[config.mk]
export PLATFORM = sky130hd
export DESIGN_NAME = mod3_down_counter_5bit
export DESIGN_NICKNAME = d
export VERILOG_FILES = /design/src/rtl/mod3_down_counter_5bit.sv
export SDC_FILE = /design/constraint.sdc
export NUM_CORES = 1
export LEC_CHECK = 0
export CELL_PAD_IN_SITES_DETAIL_PLACEMENT = 1
export CELL_PAD_IN_SITES_GLOBAL_PLACEMENT = 2
export CORE_MARGIN = 2
export CORE_UTILIZATION = 21
export CTS_CLUSTER_SIZE = 40
export DETAILED_ROUTE_END_ITERATION = 10
export PLACE_DENSITY = 0.73
export SLEW_MARGIN = 30
export SYNTH_ARGS = -nofsm -noshare
export SYNTH_HDL_FRONTEND = slang
export SYNTH_SLANG_ARGS = --single-unit
[constraint.sdc]
create_clock -name clk -period 1.55 [get_ports clk]
set_clock_uncertainty 0.1 [all_clocks]
set_input_delay 0.3875 -clock clk [delete_from_list [all_inputs] [get_ports clk]]
set_output_delay 0.3875 -clock clk [all_outputs]
set_load 0.01 [all_outputs]
[src/rtl/mod3_down_counter_5bit.sv]
// Down-counter from TOP to 0 in steps of STEP, with wrap or one-shot stop.
// Parallel load with clamp to TOP, registered terminal-count pulse.
module mod3_down_counter_5bit #(
  parameter int WIDTH = 5,
  parameter int TOP   = 30,
  parameter int STEP  = 3
) (
  input  logic             clk,
  input  logic             reset,
  input  logic             en,
  input  logic             load,
  input  logic [WIDTH-1:0] load_val,
  input  logic             one_shot,
  output logic [WIDTH-1:0] count,
  output logic             tc,
  output logic             done
);

  localparam logic [WIDTH-1:0] TOP_V  = WIDTH'(TOP);
  localparam logic [WIDTH-1:0] STEP_V = WIDTH'(STEP);

  typedef enum logic {
    RUN  = 1'b0,
    DONE = 1'b1
  } state_e;

  state_e           state_q;
  logic [WIDTH-1:0] count_q;
  logic             tc_q;
  logic [WIDTH-1:0] ld_d;

  // Load values beyond the top of the range are clamped to TOP.
  assign ld_d = (load_val > TOP_V) ? TOP_V : load_val;

  // Single FSM: load beats enable; DONE holds at 0 until load or reset.
  always_ff @(posedge clk or negedge reset) begin
    if (!reset) begin
      state_q <= RUN;
      count_q <= TOP_V;
      tc_q    <= 1'b0;
    end else if (load) begin
      state_q <= RUN;
      count_q <= ld_d;
      tc_q    <= 1'b0;
    end else begin
      unique case (state_q)
        RUN: begin
          if (en) begin
            if (count_q >= STEP_V) begin
              count_q <= count_q - STEP_V;
              tc_q    <= 1'b0;
            end else begin
              tc_q <= 1'b1;
              if (one_shot) begin
                count_q <= '0;
                state_q <= DONE;
              end else begin
                count_q <= TOP_V;
              end
            end
          end else begin
            tc_q <= 1'b0;
          end
        end
        DONE: begin
          count_q <= '0;
          tc_q    <= 1'b0;
        end
        default: begin
          state_q <= RUN;
          tc_q    <= 1'b0;
        end
      endcase
    end
  end

  assign count = count_q;
  assign tc    = tc_q;
  assign done  = (state_q == DONE);

endmodule
# Word-level counts from Yosys, hierarchy flattened
# Index checks and enable logic that the tools add are counted.
[totals]
reg_bits = 7
latch_bits = 0
ram_bits = 0
rom_bits = 0
out_inout_bits = 7
word_cells = 23
memories = 0
[op_classes]
n_addsub = 1
mul = 0
n_div = 0
order_cmp = 2
n_eq_ne = 1
shifts = 0
n_mux = 15
n_bitwise = 1
n_reduce_logical = 0
[op_table]
columns = ["cell", "n"]
rows = [
  ["$mux W5", 5],
  ["$pmux W5 S2", 1],
  ["$mux W1", 8],
  ["$ge A5 B2 Y1 const B", 1],
  ["$gt A5 B5 Y1 const B", 1],
  ["$sub A5 B2 Y5 const B", 1],
  ["$ne A3 B3 Y1 const B", 1],
  ["$pmux W1 S2", 1],
  ["$not A1 Y1", 1],
]

# Depth between registers and ports, before layout
# Gate-level depths: netlist (run 1).
[depth]
depth_word = 5
depth_mapped = 4
mapped_depth_nobuf = 4

# Least setup slack after synthesis (run 1)
# Ideal clock, no wire load.
[synth_path]
path_type = "reg2reg"
start = "register count_q[1], in the netlist count[1]"
end = "register count_q[1], in the netlist count[1]"
setup_time_ns = 0.086
arrival_time_ns = 1.491
slack_ns = -0.127
stages_incl_launch_ff = 5
path_buffers = 0
period_less_slack_ns = 1.677
path_cell_list = "dfstp_2 -> ha_1 -> nor4_4 -> a311o_2 -> o31ai_2"
[synth_between]
elab_chain_cells = 5
[synth_lines]
columns = ["item", "line", "text"]
rows = [
  ["from (decl)", "28", "logic [WIDTH-1:0] count_q;"],
  ["from (signal assigned)", "43", "count_q <= ld_d;"],
  ["from (signal assigned)", "50", "count_q <= count_q - STEP_V;"],
  ["$sub A5 B2 Y5 or $ge A5 B2 Y1 (tied branches)", "50, 49", ""],
  ["$mux W5 (*)", "49", "if (count_q >= STEP_V) begin"],
  ["$mux W5 (*)", "48", "if (en) begin"],
  ["$pmux W5 S2 (*)", "46", "unique case (state_q)"],
  ["$mux W5 (*)", "41", "end else if (load) begin"],
]
# Mark *: on every way between the ends. The rest lies on a longest branch, timed or not. The select of a mux whose other input is x is not followed.
# A chain may end at the register's enable or synchronous reset.

# Worst setup path in the final report (run 1)
# Ends and elaborated chain as after synthesis.

==> results of run 1 <==
per-stage QoR:
stage / instance area (um2) / cells / hold WS (ns)
2_1_floorplan: 428 / 39 / -0.00809
3_3_place_gp: 742 / 96 / 0.450
3_5_place_dp: 742 / 96 / 0.451
4_1_cts: 786 / 100 / 0.311
5_1_grt: 806 / 105 / 0.321
6_report: 806 / 105 / 0.308
worst max-delay path, delay by kind of cell, from the launching register on:
kind	cells	cell delay, ns
AND/OR/NAND/NOR	1	0.05
flip-flops	1	0.59
AO/OA/AOI/OAI	2	0.61
adder cells (fa/ha/maj)	1	0.17
cell type report:
type / count / area, um2
inverters: 1 / 3.75
flip-flops and latches: 7 / 181
well taps: 27 / 33.8
repair buffers: 36 / 308
multi-input cells: 30 / 253
clock buffers: 4 / 26.3
fillers: 226 / 1100
registers in the layout (all words and copies together), names as in the netlist:
signal and count:
count 5, done 1, tc 1
placed cells by master, fill, tap and decap left out, drive strengths merged, types with 2 or more instances in the layout:
cell type and instances:
clkbuf 6, dfstp 4, dlygate4sd2 2, nand2b 3
dfrtp 3, o31ai 2, nor2 4, buf 22
a32oi 2, clkdlybuf4s50 9, nand2 5
metal layers:
metal  routed length, um  GRT usage (%)  vias to the layer above  share of wire, %
met4                  49           11.4                        0               3.2
met5                   0              0                        -                 0
li1                    -              -                      235                 -
met2                 807           25.2                       14                52
met1                 640           14.6                      229                41
met3                  53           2.78                        5               3.4
logic make-up after synthesis:
group | after synthesis
compound gates | 12
fa+ha+maj | 1
simple gates | 17
flops | 7
buf+inv | 2
how the worst max path moves through the flow:
stage	startpoint	to	slack, ns
after CTS	count[1]$_DFFE_PN1P_	count[1]$_DFFE_PN1P_	-0.07
after floorplan	count[1]$_DFFE_PN1P_	count[1]$_DFFE_PN1P_	-0.02
after global placement	en	count[3]$_DFFE_PN1P_	-0.22
after global routing	count[1]$_DFFE_PN1P_	count[1]$_DFFE_PN1P_	-0.09
after detailed placement	en	count[3]$_DFFE_PN1P_	-0.22
final	count[1]$_DFFE_PN1P_	count[1]$_DFFE_PN1P_	-0.06
repair_timing:
action | in CTS | in global routing
endpoints found under the setup margin | 13 | 9
pin swaps | 4 | 1
resized for setup | 17 | 6
setup buffers | 0 | 5
power by group:
part | switching, mW | total, mW | internal [mW]
logic | 0.140 | 0.330 | 0.190
clock network | 0.0801 | 0.179 | 0.0991
registers | 0.0265 | 0.247 | 0.221
total | 0.247 | 0.756 | 0.510
==> metrics.md, run 1 <==
| Metric | Value |
|---|---|
| Status | finished with violations |
| Failing checks | setup timing |
| Routed Antenna Nets | 0 |
| Syn_area_per_cell | 10.6 um2 |
| Port Buf Inserts | 16 |
| Seq/Total Area, Yosys | 43.5% |
| Pin count of the biggest net entering global routing | 8 |
| Setup violations, final | 2 |
| Adder-cell area share of the yosys netlist | 3.02% |
| Compound-gate portion of the synthesized area | 24.8% |
| Worst setup path class | flop to flop |
| Global-route wire length before repair | 2.40 mm |
| Die X | 48.4 um |
| # DRC | 0 |
| Req. time, crit path | 1.63 ns |
| Hold Vio Cnt, Final | 0 |
| Average wire per standard cell | 14.8 um |
| RR Startpoint | count[1]$_DFFE_PN1P_ |
| Initial antenna violation count | 0 |
| Place WS | -0.220 ns |
| MaxCap Viol Count | 0 |
| Avg Vias per Cell | 4.60 |
| Unrepaired setup endpoints after global routing | yes |
| CP Capture Type | flop |
| Yosys top cell area share | 25.4% |
| Synth Net Count | 50 |
| Max_slew headroom | 74.2% |
| Pre-Repair DR Iteration Count | 1 |
| Largest family of logic cells by synthesized area | simple AND/OR/NAND/NOR gates |
| Peak VDD IR | 0.367 mV |
| Die footprint | 2340 um2 |
| H-tree level count | 1 |
| GRT Total Usage | 14.2% |
| Yosys top cell by area | dfstp_2 |
| Simple-gate share of the synthesized area | 26.6% |
| Core Footprint | 1900 um2 |
| Lkg Pwr | 0.348 nW |
| Max Slew Vio Count | 0 |
| Initial Util | 21.8% |
| Hold/Removal Path Class | primary input to async pin |
| Final nets | 90 |
| Netlist cell types | 25 |
| Worst path arrival time | 1.70 ns |
| Power Dens Cells | 939 nW/um2 |
| Core Util, Final | 42.4% |
| Startpoint Class | flop |
| Post-synth EDFFs | 0 |
| Clk root buf | clkbuf_4 |
| Peak per-stage delay on the critical path | 0.59 ns |
| Synth Warn # | 0 |
| Vias in the first global route | 514 |
| Final cycle utilization of the critical path | 104% |
| CP Max Fanout | 5 |
| Mux cell area share after synthesis | 0% |
| Fmax | 0.621 GHz |
| Slowest cell on the critical path | dfstp_2 |
| Reg2reg end | count[1]$_DFFE_PN1P_ |
| Layout cell share with drive strength beyond 1 | 51.3% |
| Synthesis-to-finish area growth | 94.6% |
| Synth Instances | 39 |
| Cell area after synthesis | 414 um2 |
| DR iter-0 viols | 0 |
| Reg2reg setup slack | -0.06 ns |
| Synth Flop Type | dfstp_2 |
| Synth area leaders | dfstp_2 (25%), dfrtp_1 (18%), nor4_4 (5.1%), nand2b_1 (4.5%), a32oi_1 (4.2%) |
| Gpl congestion | 0.835 |
| Final worst slack | -0.0610 ns |
| CTS tree | built |
| Grt total ovfl | 0 |
| Worst skew pair latency | 0.26 ns |
| Period minus WS final | 1.61 ns |
| DRT Wirelength | 1.55 mm |
| CTS clk-pin slew, worst paths | 0.06 ns |
| Pwr Total | 0.756 mW |
| Reg2Reg Depth | 4 |
| Clock buffer depth | 2 |
| CTS Buf Count | 3 |
| Sequence of cells on the critical path | ha_4 > nor4_4 > a311o_2 > o31ai_2 |
| Std cell rows | 16 |
| Num ports | 17 |
| Ys async rst share | 100% |
| Sink Count | 7 |
| Post-CTS Hold Fix Bufs | 0 |
| Synthesized flop and latch total | 7 |
| Synth cell count leaders | dfstp_2 (4), nand2_1 (4), nor2_1 (4), dfrtp_1 (3), nand2b_1 (3) |
| Die H | 48.4 um |
| Worst Max-Slew Pin Slew | 0.384 ns |
| Xor-xnor portion of the synthesized cell area | 0% |
| Setup tns final | -0.0666 ns |
| Post-DP HPWL | 1.14 mm |
| Ant. Diodes | 0 |
| Vias | 483 |
(Power assumes the default switching activity.)
==> run 2: changes to the inputs <==
Settings changed: RECOVER_POWER from default to 50.
==> run 2 against run 1 <==
  * The flow still finishes with violations (setup timing)
  * Setup slack unchanged
  * Clock power about the same
  * Routed wire length about the same
  * Cell count unchanged
  * Die area unchanged
  * Count of clock-buffer cells in the layout unchanged
  * Via count unchanged
  * Sequential share of layout area unchanged
  * Global-route usage unchanged
==> metrics.md, run 2 (synthesis gave the netlist of run 1 again) <==
| Metric | Value |
|---|---|
| CTS Buf Count | 3 |
| Slowest cell on the critical path | dfstp_2 |
| NetSw | 0.247 mW |
| Logic pwr share | 43.6% |
| Vias in the first global route | 514 |
| Avg Vias per Cell | 4.60 |
| Critical path origin | count[1]$_DFFE_PN1P_ |
| Die X | 48.4 um |
| Initial antenna violation count | 0 |
| CTS tree | built |
| DR iter-0 viols | 0 |
| Fmax | 0.621 GHz |
| Post-CTS Hold Fix Bufs | 0 |
| # DRC | 0 |
| Most common cell after layout, fill and taps aside | buf_4 |
| Reg area | 181 um2 |
| Routed Antenna Nets | 0 |
| Worst Max-Slew Pin Slew | 0.384 ns |
| Status | finished with violations |
| Peak VDD IR | 0.367 mV |
| Setup tns final | -0.0666 ns |
| Reg2reg end | count[1]$_DFFE_PN1P_ |
| MaxCap Viol Count | 0 |
| Ant. Diodes | 0 |
| Setup violations, final | 2 |
| Sequence of cells on the critical path | ha_4 > nor4_4 > a311o_2 > o31ai_2 |
| CP Max Fanout | 5 |
| Req. time, crit path | 1.63 ns |
| Max Slew Vio Count | 0 |
| Final nets | 90 |
| Fillers | 226 |
| Std cell rows | 16 |
| Sink Count | 7 |
| Global-route wire length before repair | 2.40 mm |
| Average wire per standard cell | 14.8 um |
| Die footprint | 2340 um2 |
| Multi-input gate area | 253 um2 |
| Power Dens Cells | 938 nW/um2 |
| Startpoint Class | flop |
| Max reg flops | 5 |
| Period minus WS final | 1.61 ns |
| Vias | 483 |
| Max_slew headroom | 74.2% |
| CTS clk-pin slew, worst paths | 0.06 ns |
| Unrepaired setup endpoints after global routing | yes |
| CP Capture Type | flop |
| Clock buffer depth | 2 |
| WHS | 0.379 ns |
| RR Startpoint | count[1]$_DFFE_PN1P_ |
| Peak per-stage delay on the critical path | 0.59 ns |
| Lkg Pwr | 0.349 nW |
| Port Buf Inserts | 16 |
| Reg2Reg Depth | 4 |
| Num ports | 17 |
| Gpl congestion | 0.835 |
| Pre-Repair DR Iteration Count | 1 |
| DRT Wirelength | 1.55 mm |
| H-tree level count | 1 |
| Pin count of the biggest net entering global routing | 8 |
| Layout cell share with drive strength beyond 1 | 51.3% |
| Clock Power Share | 23.7% |
| Worst path arrival time | 1.70 ns |
| Die H | 48.4 um |
| Most frequent cells in the layout | buf_4 (17), clkdlybuf4s50_1 (8), nor2_1 (4), nand2_1 (4), dfstp_2 (4) |
| Post-DP HPWL | 1.14 mm |
| Worst skew pair latency | 0.26 ns |
| Reg2reg setup slack | -0.06 ns |
| Critical Path Sink | count[1]$_DFFE_PN1P_ |
| Initial Util | 21.8% |
| Hold Vio Cnt, Final | 0 |
| Synthesis-to-finish area growth | 94.6% |
| Worst setup path class | flop to flop |
| Clk root buf | clkbuf_4 |
| Core Footprint | 1900 um2 |
| GRT Total Usage | 14.2% |
| Switch share | 32.6% |
| Final cycle utilization of the critical path | 104% |
| Hold/Removal Path Class | primary input to async pin |
| Internal power | 0.509 mW |
| Grt total ovfl | 0 |
| Failing checks | setup timing |
| Sequential Power Share | 32.7% |
| Final worst slack | -0.0610 ns |
run 2: changes by cell type in the layout (fill, tap and decap cells not counted), sizes merged:
cell / before / now
dlygate4sd3: 0 / 1
clkdlybuf4s50: 9 / 8
run 2: per-stage QoR:
stage	instance area [um2]	worst slack [ns]	std cells	utilization, %	power (mW)
2_1_floorplan	428	-0.0186	39	-	0.367
3_3_place_gp	742	-0.224	96	39.0	0.547
3_5_place_dp	742	-0.220	96	39.0	0.557
4_1_cts	786	-0.0724	100	41.3	0.747
5_1_grt	806	-0.0874	105	42.4	0.805
6_report	806	-0.0610	105	42.4	0.756
run 2: worst max-delay path, delay by kind of cell (launching register included):
family / cells / cell delay, ns
AOI/OAI and AO/OA: 2 / 0.61
DFF: 1 / 0.59
adders and majority gates: 1 / 0.17
and+or+nand+nor: 1 / 0.05
run 2: power groups by stage:
stage / Clock, mW / Combinational [mW] / Sequential, mW
after detailed placement: 0 / 0.306 / 0.251
after global routing: 0.197 / 0.357 / 0.251
after global placement: 0 / 0.298 / 0.248
after CTS: 0.189 / 0.310 / 0.248
final: 0.179 / 0.329 / 0.247
after floorplan: 0 / 0.0929 / 0.274
run 2: layout make-up:
| class | instances | area share (%) |
|---|---|---|
| Multi-Input combinational cell | 30 | 31.4 |
| Inverter | 1 | 0.466 |
| Tap cell | 27 | 4.19 |
| Sequential cell | 7 | 22.5 |
| Timing Repair Buffer | 36 | 38.2 |
| Clock buffer | 4 | 3.26 |
run 2: per-layer routing:
layer	track usage, %	up-vias	share of wire (%)
li1	-	235	-
met1	14.6	229	41
met2	25.2	14	52
met3	2.78	5	3.3
met4	11.4	0	3.2
met5	0	-	0
run 2: worst min-delay path by stage:
stage	end	slack, ns	cells after the start
floorplan	count[0]$_DFFE_PN0P_	-0.008	0
global placement	done$_DFF_PN0_	0.45	2
detailed placement	done$_DFF_PN0_	0.45	2
CTS	done$_DFF_PN0_	0.31	1
global route	tc$_DFF_PN0_	0.39	1
finish	done$_DFF_PN0_	0.38	1
run 2: repair_timing:
item / CTS / global route
buffers inserted: 0 / 5
pin swaps: 4 / 1
gates resized for setup: 17 / 6
setup endpoints to repair: 13 / 9
==> run 3: changes to the inputs <==
Settings changed: GPL_TIMING_DRIVEN from default to 0.
==> run 3 against run 2 <==
  * The flow still finishes with violations (setup timing)
  * Critical path depth fell by 2
  * Design area fell by 17%
  * Global-route usage fell by 1.7 points
  * Maximum frequency rose by 0.82%
  * Highest routed layer unchanged
  * Sequential power rose by 4%
  * Cell count fell by 15%
  * Sequential share of layout area rose by 4.5 points
  * First-iteration DRC count rose by 8
==> metrics.md, run 3 (synthesis gave the netlist of run 1 again) <==
| Metric | Value |
|---|---|
| Status | finished with violations |
| Failing checks | setup timing |
| Sequential Power Share | 38.0% |
| Internal power | 0.443 mW |
| Power Dens Cells | 1010 nW/um2 |
| Gpl congestion | 0.737 |
| Req. time, crit path | 1.06 ns |
| Sink Count | 7 |
| Synthesis-to-finish area growth | 62.2% |
| Startpoint Class | flop |
| Die X | 48.4 um |
| Worst skew pair latency | 0.27 ns |
| Final nets | 74 |
| MaxCap Viol Count | 0 |
| Grt total ovfl | 0 |
| Initial Util | 21.8% |
| Clock Power Share | 26.6% |
| Slowest cell on the critical path | dfstp_2 |
| Period minus WS final | 1.60 ns |
| Die H | 48.4 um |
| Average wire per standard cell | 14.8 um |
| Routed length on met2 | 627 um |
| Global-route wire length before repair | 2.18 mm |
| Num ports | 17 |
| Port Buf Inserts | 15 |
| Post-DP HPWL | 901 um |
| Ant. Diodes | 0 |
| GRT Total Usage | 12.5% |
| Clock buffer depth | 2 |
| Switch share | 34.6% |
| Sequence of cells on the critical path | buf_4 > buf_2 |
| Final cycle utilization of the critical path | 103% |
| Setup violations, final | 4 |
| Vias | 429 |
| Fmax | 0.626 GHz |
| NetSw | 0.234 mW |
| Peak per-stage delay on the critical path | 0.60 ns |
| Final worst slack | -0.0479 ns |
| CTS tree | built |
| Routed Antenna Nets | 0 |
| Hold Vio Cnt, Final | 0 |
| Initial antenna violation count | 0 |
| Pre-Repair DR Iteration Count | 2 |
| H-tree level count | 1 |
| CTS clk-pin slew, worst paths | 0.06 ns |
| Worst Max-Slew Pin Slew | 0.428 ns |
| Lkg Pwr | 0.271 nW |
| Layout cell share with drive strength beyond 1 | 37.1% |
| CP Capture Type | output port |
| Clk root buf | clkbuf_4 |
| Worst path arrival time | 1.11 ns |
| Std cell rows | 16 |
| Setup tns final | -0.105 ns |
| CTS Buf Count | 3 |
| Die footprint | 2340 um2 |
| Hold/Removal Path Class | primary input to flop |
| Most common cell after layout, fill and taps aside | clkdlybuf4s50_1 |
| Unrepaired setup endpoints after global routing | yes |
| # DRC | 0 |
| Avg Vias per Cell | 4.82 |
| DRT Wirelength | 1.31 mm |
| Peak VDD IR | 0.374 mV |
| Routed wl met3 | 67 um |
| Worst setup path class | flop to output port |
| Max Used Layer | met4 |
| Vias in the first global route | 463 |
| Logic pwr share | 35.4% |
| Max_slew headroom | 71.4% |
| Max Slew Vio Count | 0 |
| Place WS | -0.400 ns |
| DR iter-0 viols | 8 |
| Max reg flops | 5 |
| Pin count of the biggest net entering global routing | 9 |
| CP Max Fanout | 4 |
| Core Footprint | 1900 um2 |
| WHS | 0.296 ns |
| Metal-1 WL | 567 um |
run 3: cell count changes in the layout (fill, tap and decap cells not counted), moves of 2 or more:
cell             previous run  this run
clkdlybuf4s50_1             8         6
clkbuf_2                    2         0
dlygate4sd2_1               2         4
buf_4                      17         3
buf_2                       2         4
run 3: worst max-delay path: cells and delay by family (launching register included):
| kind | cells | cell delay [ns] |
|---|---|---|
| buffers and inverters | 2 | 0.24 |
| flip-flops | 1 | 0.60 |
run 3: through the flow:
stage | total power, mW | area (um2) | std cells | utilization (%)
final | 0.678 | 672 | 89 | 35.3
after global routing | 0.713 | 672 | 89 | 35.3
after CTS | 0.659 | 651 | 88 | 34.2
after detailed placement | 0.470 | 612 | 81 | 32.2
after global placement | 0.468 | 612 | 81 | 32.2
after floorplan | 0.367 | 428 | 39 | -
run 3: routing by layer:
layer | global-route usage (%) | vias to the layer above
li1 | - | 199
met1 | 14.7 | 211
met2 | 19.2 | 14
met3 | 2.47 | 5
met4 | 11.4 | 0
met5 | 0 | -
run 3: power groups by stage:
stage / sequential, mW / combinational, mW / clock, mW
final: 0.258 / 0.240 / 0.180
after global routing: 0.263 / 0.261 / 0.189
after CTS: 0.256 / 0.219 / 0.184
after detailed placement: 0.270 / 0.200 / 0
after global placement: 0.270 / 0.198 / 0
after floorplan: 0.274 / 0.0929 / 0
run 3: repair_timing:
action	CTS	global route
pin swaps	4	2
hold buffers	0	0
buffers inserted	3	1
resized for setup	19	5
gates cloned	0	0
endpoints found under the setup margin	12	7
run 3: final timing paths:
path / startpoint / slack (ns) / cells after the start / endpoint
min reg2reg: done$_DFF_PN0_ / 0.45 / 2 / done$_DFF_PN0_
min: load / 0.30 / 2 / done$_DFF_PN0_
min in group asynchronous: reset / 0.37 / 1 / done$_DFF_PN0_
max: count[1]$_DFFE_PN1P_ / -0.05 / 2 / count[1]
max in group asynchronous: reset / 0.67 / 1 / count[1]$_DFFE_PN1P_
max reg2reg: count[1]$_DFFE_PN1P_ / -0.03 / 4 / count[4]$_DFFE_PN1P_
run 3: layout make-up:
type | count | area, um2
Timing Repair Buffer | 19 | 164
Fill cell | 241 | 1230
Clock buffer | 4 | 26.3
Sequential cell | 7 | 181
Tap cell | 27 | 33.8
Multi-Input combinational cell | 30 | 258
Buffer | 1 | 5.00
Inverter | 1 | 3.75
